<file path="src/rtl/spi_master_fl_mq.sv">
// rtl/spi_master_fl_mq.sv - SPI flash frame engine: cmd/addr/dummy/data phases with per-phase lane width
module spi_master_fl_mq #(
    parameter int DATA_W  = 32,
    parameter int NBITS_W = 7,
    parameter int DUMMY_W = 4,
    parameter int DIV_W   = 8
) (
    input  logic               clk,
    input  logic               rst_n,
    input  logic               valid,
    output logic               ready,
    input  logic [7:0]         command,
    input  logic [31:0]        address,
    input  logic               addr_en,
    input  logic               fourbyte,
    input  logic [DUMMY_W-1:0] dummy_cycles,
    input  logic [NBITS_W-1:0] ndata_bits,
    input  logic               dir,
    input  logic [DATA_W-1:0]  data_in,
    input  logic [1:0]         cmd_lanes,
    input  logic [1:0]         addr_lanes,
    input  logic [1:0]         data_lanes,
    input  logic [DIV_W-1:0]   clk_div,
    input  logic               cpol,
    output logic [DATA_W-1:0]  data_out,
    output logic               done,
    output logic               sclk,
    output logic               ss,
    output logic [3:0]         dq_out,
    output logic [3:0]         dq_oe,
    input  logic [3:0]         dq_in
);
    localparam int SLOT_W = ((NBITS_W > 6) ? NBITS_W : 6) + 1;
    localparam int RX_W   = DATA_W + 4;

    typedef enum logic [2:0] {
        S_IDLE, S_CMD, S_ADDR, S_DUMMY, S_DATA, S_END, S_GAP
    } state_t;

    state_t              state_q, state_d, next_phase;
    logic [DIV_W-1:0]    div_q, div_d, div_cnt_q, div_cnt_d;
    logic                half_q, half_d;
    logic [SLOT_W-1:0]   slot_cnt_q, slot_cnt_d, phase_slots;
    logic [7:0]          cmd_sh_q, cmd_sh_d;
    logic [31:0]         addr_sh_q, addr_sh_d;
    logic [DATA_W-1:0]   tx_sh_q, tx_sh_d;
    logic [RX_W-1:0]     rx_q, rx_d, rx_shift;
    logic                addr_en_q, addr_en_d, fourbyte_q, fourbyte_d;
    logic                dir_q, dir_d, cpol_q, cpol_d;
    logic [DUMMY_W-1:0]  dummy_q, dummy_d;
    logic [NBITS_W-1:0]  nbits_q, nbits_d, nbits_in;
    logic [SLOT_W-1:0]   data_slots_q, data_slots_d, data_slots_in;
    logic [1:0]          cmd_lg_q, cmd_lg_d, addr_lg_q, addr_lg_d, data_lg_q, data_lg_d, lg_in;
    logic [DATA_W-1:0]   data_out_q, data_out_d, tx_in;
    logic [SLOT_W+1:0]   ceil_sum, rx_bits, surplus;
    logic                last_half, in_slot;

    // Lane code to log2(lane count); code 3 falls back to single lane.
    function automatic logic [1:0] lane_lg(input logic [1:0] code);
        case (code)
            2'd1:    return 2'd1;
            2'd2:    return 2'd2;
            default: return 2'd0;
        endcase
    endfunction

    // Returns {oe, out}; the highest active lane carries the MSB, WP#/HOLD# held high when unused.
    function automatic logic [7:0] drive_lanes(input logic [3:0] top, input logic [1:0] lg);
        case (lg)
            2'd1:    return {4'b1111, 2'b11, top[3:2]};
            2'd2:    return {4'b1111, top};
            default: return {4'b1101, 2'b11, 1'b0, top[3]};
        endcase
    endfunction

    always_comb begin
        nbits_in      = (int'(ndata_bits) > DATA_W) ? NBITS_W'(DATA_W) : ndata_bits;
        lg_in         = lane_lg(data_lanes);
        ceil_sum      = (SLOT_W+2)'(nbits_in) + ((SLOT_W+2)'(1) << lg_in) - (SLOT_W+2)'(1);
        data_slots_in = SLOT_W'(ceil_sum >> lg_in);
        tx_in         = data_in << (DATA_W - int'(nbits_in));
        rx_bits       = (SLOT_W+2)'(data_slots_q) << data_lg_q;
        surplus       = rx_bits - (SLOT_W+2)'(nbits_q);
        case (data_lg_q)
            2'd1:    rx_shift = {rx_q[RX_W-3:0], dq_in[1:0]};
            2'd2:    rx_shift = {rx_q[RX_W-5:0], dq_in};
            default: rx_shift = {rx_q[RX_W-2:0], dq_in[1]};
        endcase
    end

    always_comb begin
        case (state_q)
            S_CMD:   next_phase = addr_en_q ? S_ADDR :
                                  (dummy_q != '0) ? S_DUMMY :
                                  (nbits_q != '0) ? S_DATA : S_END;
            S_ADDR:  next_phase = (dummy_q != '0) ? S_DUMMY :
                                  (nbits_q != '0) ? S_DATA : S_END;
            S_DUMMY: next_phase = (nbits_q != '0) ? S_DATA : S_END;
            default: next_phase = S_END;
        endcase
        case (next_phase)
            S_ADDR:  phase_slots = SLOT_W'((fourbyte_q ? 6'd32 : 6'd24) >> addr_lg_q);
            S_DUMMY: phase_slots = SLOT_W'(dummy_q);
            S_DATA:  phase_slots = data_slots_q;
            default: phase_slots = '0;
        endcase
    end

    always_comb begin
        state_d      = state_q;
        div_d        = div_q;
        div_cnt_d    = div_cnt_q;
        half_d       = half_q;
        slot_cnt_d   = slot_cnt_q;
        cmd_sh_d     = cmd_sh_q;
        addr_sh_d    = addr_sh_q;
        tx_sh_d      = tx_sh_q;
        rx_d         = rx_q;
        addr_en_d    = addr_en_q;
        fourbyte_d   = fourbyte_q;
        dir_d        = dir_q;
        cpol_d       = cpol_q;
        dummy_d      = dummy_q;
        nbits_d      = nbits_q;
        data_slots_d = data_slots_q;
        cmd_lg_d     = cmd_lg_q;
        addr_lg_d    = addr_lg_q;
        data_lg_d    = data_lg_q;
        data_out_d   = data_out_q;
        last_half    = (div_cnt_q == div_q);
        case (state_q)
            S_IDLE: begin
                cpol_d = cpol;
                if (valid) begin
                    state_d      = S_CMD;
                    div_d        = clk_div;
                    div_cnt_d    = '0;
                    half_d       = 1'b0;
                    slot_cnt_d   = SLOT_W'(4'd8 >> lane_lg(cmd_lanes));
                    cmd_sh_d     = command;
                    addr_sh_d    = fourbyte ? address : {address[23:0], 8'h00};
                    tx_sh_d      = tx_in;
                    rx_d         = '0;
                    addr_en_d    = addr_en;
                    fourbyte_d   = fourbyte;
                    dir_d        = dir;
                    dummy_d      = dummy_cycles;
                    nbits_d      = nbits_in;
                    data_slots_d = data_slots_in;
                    cmd_lg_d     = lane_lg(cmd_lanes);
                    addr_lg_d    = lane_lg(addr_lanes);
                    data_lg_d    = lg_in;
                end
            end
            S_CMD, S_ADDR, S_DUMMY, S_DATA: begin
                div_cnt_d = div_cnt_q + 1'b1;
                if (last_half) begin
                    div_cnt_d = '0;
                    half_d    = ~half_q;
                    if (!half_q) begin
                        if (state_q == S_DATA && !dir_q)
                            rx_d = rx_shift;
                    end else begin
                        case (state_q)
                            S_CMD:   cmd_sh_d  = cmd_sh_q << (3'd1 << cmd_lg_q);
                            S_ADDR:  addr_sh_d = addr_sh_q << (3'd1 << addr_lg_q);
                            S_DATA:  tx_sh_d   = tx_sh_q << (3'd1 << data_lg_q);
                            default: ;
                        endcase
                        if (slot_cnt_q == SLOT_W'(1)) begin
                            state_d    = next_phase;
                            slot_cnt_d = phase_slots;
                        end else begin
                            slot_cnt_d = slot_cnt_q - 1'b1;
                        end
                    end
                end
            end
            S_END: begin
                div_cnt_d = div_cnt_q + 1'b1;
                if (last_half) begin
                    state_d   = S_GAP;
                    div_cnt_d = '0;
                    // Surplus bits of a rounded-up final slot arrive last, so shifting them off leaves the frame's bits.
                    if (!dir_q)
                        data_out_d = DATA_W'(rx_q >> surplus);
                end
            end
            S_GAP: begin
                div_cnt_d = div_cnt_q + 1'b1;
                if (last_half) begin
                    state_d   = S_IDLE;
                    div_cnt_d = '0;
                end
            end
            default: state_d = S_IDLE;
        endcase
    end

    always_ff @(posedge clk or negedge rst_n) begin
        if (!rst_n) begin
            state_q      <= S_IDLE;
            div_q        <= '0;
            div_cnt_q    <= '0;
            half_q       <= 1'b0;
            slot_cnt_q   <= '0;
            cmd_sh_q     <= '0;
            addr_sh_q    <= '0;
            tx_sh_q      <= '0;
            rx_q         <= '0;
            addr_en_q    <= 1'b0;
            fourbyte_q   <= 1'b0;
            dir_q        <= 1'b0;
            cpol_q       <= 1'b0;
            dummy_q      <= '0;
            nbits_q      <= '0;
            data_slots_q <= '0;
            cmd_lg_q     <= '0;
            addr_lg_q    <= '0;
            data_lg_q    <= '0;
            data_out_q   <= '0;
        end else begin
            state_q      <= state_d;
            div_q        <= div_d;
            div_cnt_q    <= div_cnt_d;
            half_q       <= half_d;
            slot_cnt_q   <= slot_cnt_d;
            cmd_sh_q     <= cmd_sh_d;
            addr_sh_q    <= addr_sh_d;
            tx_sh_q      <= tx_sh_d;
            rx_q         <= rx_d;
            addr_en_q    <= addr_en_d;
            fourbyte_q   <= fourbyte_d;
            dir_q        <= dir_d;
            cpol_q       <= cpol_d;
            dummy_q      <= dummy_d;
            nbits_q      <= nbits_d;
            data_slots_q <= data_slots_d;
            cmd_lg_q     <= cmd_lg_d;
            addr_lg_q    <= addr_lg_d;
            data_lg_q    <= data_lg_d;
            data_out_q   <= data_out_d;
        end
    end

    always_comb begin
        in_slot  = (state_q == S_CMD) || (state_q == S_ADDR) ||
                   (state_q == S_DUMMY) || (state_q == S_DATA);
        ready    = (state_q == S_IDLE);
        ss       = (state_q == S_IDLE) || (state_q == S_GAP);
        done     = (state_q == S_GAP) && (div_cnt_q == '0);
        sclk     = in_slot ? half_q : cpol_q;
        data_out = data_out_q;
        {dq_oe, dq_out} = 8'h00;
        case (state_q)
            S_CMD:   {dq_oe, dq_out} = drive_lanes(cmd_sh_q[7:4], cmd_lg_q);
            S_ADDR:  {dq_oe, dq_out} = drive_lanes(addr_sh_q[31:28], addr_lg_q);
            S_DUMMY: {dq_oe, dq_out} = (data_lg_q == 2'd2) ? 8'h00 : 8'hCC;
            S_DATA: begin
                if (dir_q)
                    {dq_oe, dq_out} = drive_lanes(tx_sh_q[DATA_W-1 -: 4], data_lg_q);
                else
                    {dq_oe, dq_out} = (data_lg_q == 2'd2) ? 8'h00 : 8'hCC;
            end
            default: ;
        endcase
    end
endmodule

</file>
<file path="config.mk">
export PLATFORM = sky130hd
export DESIGN_NAME = spi_master_fl_mq
export DESIGN_NICKNAME = d
export VERILOG_FILES = /design/src/rtl/spi_master_fl_mq.sv
export SDC_FILE = /design/constraint.sdc
export NUM_CORES = 1
export LEC_CHECK = 0
export CAP_MARGIN = 20
export CELL_PAD_IN_SITES_DETAIL_PLACEMENT = 0
export CELL_PAD_IN_SITES_GLOBAL_PLACEMENT = 1
export CORE_MARGIN = 2
export CORE_UTILIZATION = 46
export DETAILED_ROUTE_END_ITERATION = 8
export PLACE_DENSITY_LB_ADDON = 0.2
export SYNTH_ARGS = -nofsm -noshare
export SYNTH_HDL_FRONTEND = slang
export SYNTH_SLANG_ARGS = --single-unit
export TNS_END_PERCENT = 100
</file>
<file path="constraint.sdc">
create_clock -name clk -period 3.9 [get_ports clk]
set_input_delay 0.78 -clock clk [delete_from_list [all_inputs] [get_ports clk]]
set_output_delay 0.78 -clock clk [all_outputs]
set_load 0.01 [all_outputs]
</file>
==> results.py, run 1 <==
metrics = {
    "timing": {
        "setup_ws_ps": 154,
        "finalSetupViolCount": 0,
        "rsz0062_at_grt": "no",
        "slew_violations": 0,
        "slew_headroom": 0.421,
        "skew_ps": 14.5,
        "fin_crit_ps": 3750,
        "final.period_utilization": 0.960,
        "fmax_mhz": 267,
        "hold_violations": 0,
        "setup_tns_ps": 0,
        "worst_slew_pin_slew_ps": 868,
    },
    "flow_run": {
        "max-cap-violations": 0,
    },
    "grt": {
        "grt_pass1_wl_um": 82800,
        "grt_overflow": 0,
        "antenna_found_initial": 3,
        "grt_use_total": 0.268,
        "grt_max_degree": 90,
        "grt_pass1_vias": 15000,
    },
    "detailed_routing": {
        "num_vias": 15600,
        "first_pass_iters": 5,
        "routedWlPerCell_um": 20.4,
        "ant_nets": 0,
        "drc": 0,
        "drt_iter0_drc": 1128,
        "via_per_inst": 6.23,
        "totalWireLength_um": 51100,
    },
    "clock_network": {
        "cts_buffers": 17,
        "root_buffer": "clkbuf_16",
        "htree_levels": 4,
        "post_cts_buffers": 0,
        "clock_sink_count": 197,
        "holdBufCountCts": 0,
        "clk_path_buf_depth": 2,
        "cts_tree": "built",
        "clkTransAtPathRegs_ps": 80,
        "cts_resized": 0,
        "insertion_delay_ps": 470,
    },
    "synthesis": {
        "synth_edf_count": 0,
        "seq_area_frac_synth": 0.291,
        "yosys.area.top_type": "dfrtp_1",
        "synth_nets": 2088,
        "synth_top_area_frac": 0.291,
        "syn_inst": 1940,
        "synthFlopType": "dfrtp_1",
        "synthArstFlopShare": 1.00,
        "synth_area_leaders": "dfrtp_1 (29%), mux4_2 (11%), mux2i_1 (9.5%), nand2_1 (6.4%), a21oi_1 (4.1%)",
        "ys_ff_latch": 197,
        "syn_area_mm2": 0.0169,
        "synth_cell_types": 78,
        "netlist_top_cells_count": "nand2_1 (291), dfrtp_1 (197), mux2i_1 (161)",
        "synth_most_common_cell": "nand2_1",
        "ys_warn_count": 0,
        "syn_avg_cell_area_um2": 8.73,
    },
    "finish": {
        "layout-drive-gt1-share": 0.133,
        "fin_cells": 2502,
        "n_fill_cell": 3378,
        "nets": 2168,
        "syn_to_final_growth_pct": 16.5,
    },
    "setup_path": {
        "endpoint_kind": "output port",
        "r2r-start": "data_lg_q[0]",
        "path_class": "flip-flop to output port",
        "critPathMaxFanout": 28,
        "arrival_ps": 2970,
        "worstPathRequired_ps": 3120,
        "worstSetupStartpointType": "flip-flop",
        "cp-startpoint": "state_q[0]",
    },
    "floorplanning": {
        "fp.dieW_um": 196,
        "die_y_um": 196,
        "design.die.area_mm2": 0.0384,
        "num_io_pins": 152,
        "coreArea_mm2": 0.0364,
        "fp-row-count": 70,
        "start_util": 0.465,
    },
    "run_status": {
        "status": "complete, no violations",
    },
    "hold_path": {
        "hp-class": "primary input to async pin",
    },
    "place": {
        "hpwl_um": 37000,
        "gp_congestion": 0.948,
        "io_buffers": 151,
        "place_inst": 2469,
        "pre_cts_ws_ps": 91.7,
    },
}
placed cells by master (no fill, tap or decap), types with 9 or more instances in the layout:
cell and count:
nand2_1 290, dfrtp_1 197, mux2i_1 161, clkdlybuf4s50_1 149, a21oi_1 140, nor2_1 125
o21ai_0 123, mux4_2 81, a22oi_1 67, buf_4 67, inv_1 49, mux2_2 45
a211oi_1 43, o211ai_1 41, ha_1 32, nand3_1 31, a31oi_1 30, o22ai_1 29
and2_1 24, nor3_1 21, nor2b_1 18, xor2_1 18, and3_1 18, clkbuf_16 17
o31ai_1 11, a22o_1 10, nand2b_1 9, nor4_1 9, a32oi_1 9, a21o_1 9
buf_12 9
worst max-delay path, cell delays in order, from the launching register on:
cell	delay (ps)
dfrtp_1	620
o21ai_0	640
nand2_4	370
nor2_1	290
clkdlybuf4s50_1	580
through the flow:
step | hold slack (ps) | area, µm² | util
2_1_floorplan | 446 | 16900 | -
3_3_place_gp | 463 | 19100 | 0.524
3_5_place_dp | 472 | 19100 | 0.524
4_1_cts | 410 | 19700 | 0.542
5_1_grt | 426 | 19700 | 0.542
6_report | 363 | 19700 | 0.542
path summary, 6_finish.rpt:
path | slack (ps) | cells past startpoint | end
hold / removal | 360 | 1 | div_q[5]
setup reg to reg | 300 | 12 | data_out[6]
setup / recovery | 150 | 4 | dq_oe[3]
max in group asynchronous | 2510 | 2 | addr_sh_q[26]
hold reg to reg | 480 | 2 | data_out[30]
min in group clk | 480 | 2 | data_out[30]
cell type report:
class,instances,area (µm²),share of cell area
Timing Repair Buffer,227,2190,0.111
Multi-Input combinational cell,1520,11200,0.567
Sequential cell,197,4930,0.250
Tap cell,468,586,0.0297
Inverter,57,214,0.0108
Clock inverter,14,188,0.00951
Clock buffer,18,439,0.0222
Antenna cell,1,2.50,0.000127
registers in the layout (all words and copies together) (netlist names), 3 cells and up:
name	count
state_q	3
div_q	8
cmd_sh_q	8
slot_cnt_q	8
nbits_q	7
rx_q	36
data_out	32
tx_sh_q	32
dummy_q	4
data_slots_q	8
addr_sh_q	32
div_cnt_q	8
metal layers:
| layer | wire, µm | up-vias | GRT usage |
|---|---|---|---|
| met2 | 24200 | 465 | 0.438 |
| met3 | 2910 | 87 | 0.0430 |
| met4 | 1430 | 4 | 0.0909 |
| met5 | 26 | - | 0 |
| met1 | 22500 | 7666 | 0.363 |
| li1 | - | 7371 | - |
cell families after synthesis:
kind of cell / after synthesis / share of synthesized area
mux: 290 / 0.237
flops: 197 / 0.291
buf+inv: 223 / 0.0539
xor+xnor: 29 / 0.0159
compound gates: 574 / 0.216
simple gates: 586 / 0.155
fa+ha+maj: 41 / 0.0310
Power of run 1 is not shown: default switching activity piles up to over one toggle a cycle in this logic, so the estimate is an artifact.
==> run 2: changes to the inputs <==
--- a/config.mk
+++ b/config.mk
@@ -11,7 +11,7 @@
 export CORE_MARGIN = 2
 export CORE_UTILIZATION = 46
 export DETAILED_ROUTE_END_ITERATION = 8
-export PLACE_DENSITY_LB_ADDON = 0.2
+export PLACE_DENSITY_LB_ADDON = 0.1
 export SYNTH_ARGS = -nofsm -noshare
 export SYNTH_HDL_FRONTEND = slang
 export SYNTH_SLANG_ARGS = --single-unit
==> run 2 against run 1 <==
Non-clock buffer count grew 11; clock skew increased by 2.2 ps; core utilization increased by 0.093 points.
==> results.py, run 2 (synthesis results as in run 1) <==
metrics = {
    "grt": {
        "grt_pass1_wl_um": 81900,
        "grt_overflow": 0,
        "grt_use_total": 0.266,
        "antenna_found_initial": 0,
        "grt_max_degree": 102,
        "grt_pass1_vias": 14700,
    },
    "clock_network": {
        "clock_sink_count": 197,
        "clkTransAtPathRegs_ps": 80,
        "cts_buffers": 17,
        "insertion_delay_ps": 460,
        "cts_resized": 0,
        "clk_path_buf_depth": 2,
        "post_cts_buffers": 0,
        "holdBufCountCts": 0,
        "cts_tree": "built",
        "root_buffer": "clkbuf_16",
        "htree_levels": 4,
    },
    "finish": {
        "fin_cells": 2512,
        "largest-register": "rx_q",
        "n_fill_cell": 3369,
        "diodes": 0,
        "final_cell_mix": "nand2_1 (290), dfrtp_1 (197), mux2i_1 (161)",
        "nets": 2179,
        "largest_reg_flops": 36,
        "syn_to_final_growth_pct": 16.7,
        "layout-drive-gt1-share": 0.137,
        "final_common_cell": "nand2_1",
    },
    "setup_path": {
        "endpoint_kind": "output port",
        "path_class": "flip-flop to output port",
        "worstSetupStartpointType": "flip-flop",
        "worstPathRequired_ps": 3120,
        "critPathMaxFanout": 7,
        "r2r-start": "data_lg_q[0]",
        "arrival_ps": 2930,
        "reg2regPathDepth": 13,
        "r2r_setup_slack_ps": 300,
        "r2r_end": "data_out[0]",
    },
    "timing": {
        "finalSetupViolCount": 0,
        "fin_crit_ps": 3710,
        "slew_violations": 0,
        "rsz0062_at_grt": "no",
        "hold_violations": 0,
        "skew_ps": 16.7,
        "final.period_utilization": 0.952,
        "fmax_mhz": 269,
        "setup_tns_ps": 0,
        "worst_slew_pin_slew_ps": 870,
        "slew_headroom": 0.418,
        "setup_ws_ps": 187,
    },
    "floorplanning": {
        "design.die.area_mm2": 0.0384,
        "num_io_pins": 152,
        "start_util": 0.465,
        "fp-row-count": 70,
        "die_y_um": 196,
        "fp.dieW_um": 196,
        "coreArea_mm2": 0.0364,
    },
    "hold_path": {
        "hp-class": "primary input to async pin",
    },
    "detailed_routing": {
        "totalWireLength_um": 50700,
        "routedWlPerCell_um": 20.2,
        "ant_nets": 0,
        "drt_iter0_drc": 1168,
        "via_per_inst": 6.11,
        "first_pass_iters": 5,
        "num_vias": 15400,
        "drc": 0,
    },
    "place": {
        "pre_cts_ws_ps": 59.1,
        "gp_congestion": 0.904,
        "hpwl_um": 36700,
        "place_inst": 2480,
        "io_buffers": 151,
    },
    "flow_run": {
        "max-cap-violations": 0,
    },
    "run_status": {
        "status": "complete, no violations",
    },
}
## run 2: cell count changes in the layout (fill, tap and decap cells not counted), moves of 2 or more
cell / before / now
buf_4: 67 / 78
clkinv_2: 0 / 3
buf_6: 0 / 2
buf_12: 9 / 7
## run 2: worst max path at each step
stage | start | cells after the start | slack [ps] | end
4_1_cts | addr_lg_q[1] | 7 | 110 | dq_out[1]
5_1_grt | data_lg_q[0] | 13 | 90 | data_out[0]
6_report | addr_lg_q[1] | 7 | 190 | dq_out[0]
2_1_floorplan | ndata_bits[5] | 13 | 240 | tx_sh_q[28]
3_3_place_gp | ndata_bits[5] | 12 | -50 | tx_sh_q[15]
3_5_place_dp | ndata_bits[5] | 17 | 60 | data_slots_q[5]
## run 2: final cells by class
type	instances	area (µm²)	area share
flip-flops and latches	197	4930	0.249
multi-input cells	1520	11200	0.566
clock inverters	13	145	0.00734
inverters	57	214	0.0108
repair buffers	238	2260	0.114
well taps	468	586	0.0296
clock buffers	19	453	0.0229
## run 2: routing by layer
layer,track usage,share of wire
met5,0,0
met4,0.0819,0.026
met3,0.0414,0.051
met2,0.430,0.47
met1,0.370,0.45
## run 2: metrics by stage
| step | util | cell area, µm² | hold WS, ps |
|---|---|---|---|
| global route | 0.543 | 19800 | 401 |
| floorplan | - | 16900 | 446 |
| CTS | 0.542 | 19800 | 387 |
| finish | 0.543 | 19800 | 356 |
| detailed placement | 0.526 | 19200 | 467 |
| global placement | 0.526 | 19200 | 466 |
## run 2: critical path: stages (launching register included)
cell             delay [ps]
dfrtp_1                 510
inv_1                   180
ha_2                    420
nor2_1                   60
a211oi_1                300
a21oi_1                 110
o22ai_1                 290
clkdlybuf4s50_1         600
Power of run 2 is left out for the same reason.
==> run 3: changes to the inputs <==
--- a/config.mk
+++ b/config.mk
@@ -9,9 +9,10 @@
 export CELL_PAD_IN_SITES_DETAIL_PLACEMENT = 0
 export CELL_PAD_IN_SITES_GLOBAL_PLACEMENT = 1
 export CORE_MARGIN = 2
-export CORE_UTILIZATION = 46
+export CORE_UTILIZATION = 41
 export DETAILED_ROUTE_END_ITERATION = 8
 export PLACE_DENSITY_LB_ADDON = 0.1
+export RECOVER_POWER = 25
 export SYNTH_ARGS = -nofsm -noshare
 export SYNTH_HDL_FRONTEND = slang
 export SYNTH_SLANG_ARGS = --single-unit
==> constraint.sdc (replaced) <==
create_clock -name clk -period 3.3 [get_ports clk]
set_input_delay 0.66 -clock clk [delete_from_list [all_inputs] [get_ports clk]]
set_output_delay 0.66 -clock clk [all_outputs]
set_load 0.01 [all_outputs]
==> run 3 against run 2 <==
The run now ends with capacitance limit, slew limit left; final area grew 4.8%; clock skew is 7.4 ps lower; final cell count increased by 6.1%; highest routed layer is now met5.
==> results.py, run 3 (synthesis results as in run 1) <==
metrics = {
    "run_status": {
        "status": "finished, violations left",
        "violations": "capacitance limit, slew limit",
    },
    "timing": {
        "fmax_mhz": 309,
        "slew_violations": 39,
        "rsz0062_at_grt": "yes",
        "final.period_utilization": 0.981,
        "hold_violations": 0,
        "fin_crit_ps": 3240,
        "timing.hold.ws_ps": 480,
        "slew_headroom": -0.536,
        "skew_ps": 9.27,
        "finalSetupViolCount": 0,
        "worst_slew_pin_slew_ps": 2300,
    },
    "floorplanning": {
        "coreArea_mm2": 0.0408,
        "num_io_pins": 152,
        "design.die.area_mm2": 0.0430,
        "start_util": 0.415,
        "fp.dieW_um": 207,
        "fp-row-count": 74,
        "die_y_um": 207,
    },
    "setup_path": {
        "critPathMaxFanout": 5,
        "critical_path.top_delay_family": "multiplexers",
        "path_class": "flip-flop to flip-flop",
        "endpoint_kind": "flip-flop",
        "arrival_ps": 3620,
        "r2r-start": "data_lg_q[0]",
        "worst-path-buf-inv": 0,
        "crit_path_cell_trace": "mux2i_1 > nor2_1 > fa_2 > xnor2_4 > mux4_2 > mux4_2 > mux2_4 > a21oi_2 > o21ai_1",
        "worstPathRequired_ps": 3680,
        "worstSetupStartpointType": "flip-flop",
        "slowest_delay_ps": 580,
        "path_common_cell": "mux4_2",
        "cp-startpoint": "data_lg_q[0]",
        "slowest_stage": "mux4_2",
    },
    "detailed_routing": {
        "via_per_inst": 5.89,
        "drc": 0,
        "totalWireLength_um": 53500,
        "first_pass_iters": 5,
        "ant_nets": 0,
        "routedWlPerCell_um": 20.1,
        "num_vias": 15700,
        "drt_iter0_drc": 1060,
    },
    "place": {
        "hpwl_um": 39200,
        "gp_congestion": 0.867,
        "io_buffers": 151,
        "place_inst": 2625,
    },
    "clock_network": {
        "cts_buffers": 17,
        "root_buffer": "clkbuf_16",
        "htree_levels": 4,
        "holdBufCountCts": 0,
        "clock_sink_count": 197,
        "insertion_delay_ps": 490,
        "clkTransAtPathRegs_ps": 70,
        "clk_path_buf_depth": 2,
        "cts_tree": "built",
    },
    "finish": {
        "fin_cells": 2664,
        "largest_reg_flops": 36,
        "nets": 2267,
        "largest-register": "rx_q",
        "syn_to_final_growth_pct": 22.4,
        "layout-drive-gt1-share": 0.188,
        "diodes": 0,
        "final_cell_mix": "nand2_1 (289), dfrtp_1 (193), buf_4 (159)",
        "final_common_cell": "nand2_1",
    },
    "hold_path": {
        "hp-class": "flip-flop to flip-flop",
        "hp-start": "data_out[30]",
    },
    "flow_run": {
        "max-cap-violations": 1,
    },
    "grt": {
        "grt_overflow": 0,
        "grt_max_degree": 102,
        "antenna_found_initial": 2,
        "grt_pass1_wl_um": 86700,
        "grt_use_total": 0.251,
        "grt_pass1_vias": 15400,
    },
}
run 3: changes by cell type in the layout (fill, tap and decap cells not counted), moves of 4 or more:
cell | previous run | this run
mux2i_2 | 0 | 8
buf_4 | 78 | 159
dfrtp_1 | 197 | 193
buf_12 | 7 | 13
dfrtp_2 | 0 | 4
mux2i_1 | 161 | 153
run 3: worst min-delay path, cell delays in order, from the launching register on:
cell and delay (ps):
dfrtp_1 340, nand2_1 50, o31ai_1 50
run 3: what timing repair did:
| action | 4_1_cts | 5_1_grt |
|---|---|---|
| buffers inserted | 0 | 7 |
| endpoints found under the hold margin | 0 | 0 |
| cloned | 0 | 0 |
| resized for setup | 14 | 34 |
| pin swaps | 0 | 5 |
| endpoints found under the setup margin | 13 | 29 |
run 3: through the flow:
step                      cell area [µm²]  worst slack (ps)   util  TNS (ps)
after floorplan                     16900             -17.0      -     -17.0
after global placement              19900              -240  0.488     -4550
after detailed placement            19900              -279  0.488     -5560
after CTS                           20600              20.1  0.504         0
after global routing                20700             -37.1  0.508      -137
final                               20700              64.0  0.508         0
run 3: layout make-up:
type                       count  area, µm²
fill                        3849      20100
clock buffer                  18        439
inverter                      57        214
timing repair buffer         326       2990
multi-input combinational   1520      11300
clock inverter                14        149
tap                          532        666
sequential                   197       4930
run 3: path summary, 6_finish.rpt:
check	end	slack, ps	cells past startpoint
worst max-delay path	data_out[2]	60	9
worst min-delay path	data_out[30]	480	2
worst max register to register	data_out[2]	60	9
worst min register to register	data_out[30]	480	2
max in group asynchronous	addr_sh_q[11]	590	2
min in group asynchronous	div_q[2]	850	1
run 3: layer usage:
metal  track usage  part of all wire  up-vias  wire length [µm]
met5             0           0.00052        -                28
met4        0.0778             0.022        4              1160
met3        0.0312             0.037       69              1970
met2         0.408              0.48      377             25600
met1         0.348              0.46     7650             24700
li1              -                 -     7580                 -
Power of run 3 is left out for the same reason.
==> variant (config.mk and constraints of run 3) <==
Remove the case item `S_ADDR` of the case on `next_phase`.
--- a/src/rtl/spi_master_fl_mq.sv
+++ b/src/rtl/spi_master_fl_mq.sv
@@ -100,5 +100,4 @@
         endcase
         case (next_phase)
-            S_ADDR:  phase_slots = SLOT_W'((fourbyte_q ? 6'd32 : 6'd24) >> addr_lg_q);
             S_DUMMY: phase_slots = SLOT_W'(dummy_q);
             S_DATA:  phase_slots = data_slots_q;
Function: no difference found for any inputs over 4 cycles, from zero or initial values and one cycle with rst_n low; that may be too few to reach the edited logic, so the function may still have changed.
==> variant against run 3 <==
Setup slack improved by 43 ps; critical endpoint is now dq_out[1]; synthesized cell count fell by 0.10%; final area fell by 1.3%; die area fell by 0.96%; area after synthesis fell by 0.98%; critical path type is now register to output port; sequential cell count fell by 1; fmax rose by 1.3%; wire length fell by 1.1%.
Power is left out: it rests on default switching activity, and per cell area and clock period it moved more than threefold.
==> variant: results (changes against run 3) <==
[grt]
grt_max_degree=95  ; -6.9%
grtUsageMet3=0.0371  ; +0.00589
met2_usage=0.418  ; +0.00962
grtUsageMet1=0.338  ; -0.0101

[floorplanning]
core_area_um2=40600  ; -0.45%

[synth]
ys_seq_area_frac=0.292  ; +0.00140
synth.net_count=2084  ; -0.19%
netlist_top_cells_count=nand2_1 (312), dfrtp_1 (196), mux2i_1 (146), o21ai_0 (145), nor2_1 (140)
synth-seq-cells=196  ; -0.51%
ys_types=85  ; +9.0%

[run]
drv_cap=0  ; -1

[routing]
routed_wl_um=52900  ; -1.1%
vias_per_cell=5.80  ; -1.5%
drt_iter0_drc=970  ; -8.5%

[place]
pre_cts_ws_ps=-310  ; -31.3 ps
dp_cells=2627  ; +0.076%
placed_cell_area_um2=19800  ; -0.92%
gp_congestion=0.894  ; +3.2%

[layout]
sh_seq_area=0.240  ; +0.00182
inv_count=51  ; -11%
multi_input_area_share=0.544  ; -0.00304
clockNetworkAreaShare=0.0282  ; -0.000188
nMultiInputCombCells=1529  ; +0.59%
nFillCells=3876  ; +0.70%
bufAreaShareNonClock=0.146  ; +0.00184
nets=2264  ; -0.13%

[sta]
finalClockSkew_ps=12.2  ; +2.90 ps
fmax_mhz=313  ; +1.3%
hold_ws_ps=151  ; -329 ps
slew_headroom=0.0563  ; +0.593

[clock_tree]
cts_resized=8  ; -6
post_cts_buffers=1  ; +1

[setup_path]
path_max_fanout=7  ; +2
critPathKind=register to output port
r2r_slack_ps=180  ; +120 ps
reg2reg_to=data_out[3]$_DFFE_PN0P_
arrival_ps=2530  ; -1090 ps
cpMaxStageDelayCell=clkdlybuf4s50_1

[hold_path]
hold_path_class=input pin to async pin

[outcome]
outcome=finished, final reports clean

==> variant: cell types whose count changed in the layout (fill, tap and decap cells not counted), sizes merged, moves of 8 or more <==
cell	run 3	this run
xnor2	11	20
mux2	46	66
nor2	127	141
a211oi	43	19
and2	25	12
a22oi	67	57
o22ai	30	5
inv	57	49
o21ai	127	157
and3	18	5
nand2	291	314
mux4	83	71
mux2i	161	146
a221oi	4	12
==> variant: kinds of logic after synthesis <==
| kind of cell | Yosys count | share of synthesized area |
|---|---|---|
| AOI/OAI and AO/OA | 567 | 0.220 |
| xor gates and xnor gates | 32 | 0.0176 |
| DFF | 196 | 0.292 |
| buffers and inverters | 213 | 0.0538 |
| muxes | 283 | 0.227 |
| adders and majority gates | 38 | 0.0292 |
| and+or+nand+nor | 609 | 0.160 |
==> variant: metal layers <==
metal | share of wire | wire length [um]
met1 | 0.45 | 23800
met2 | 0.48 | 25500
met3 | 0.042 | 2210
met4 | 0.027 | 1450
met5 | 0.00021 | 11
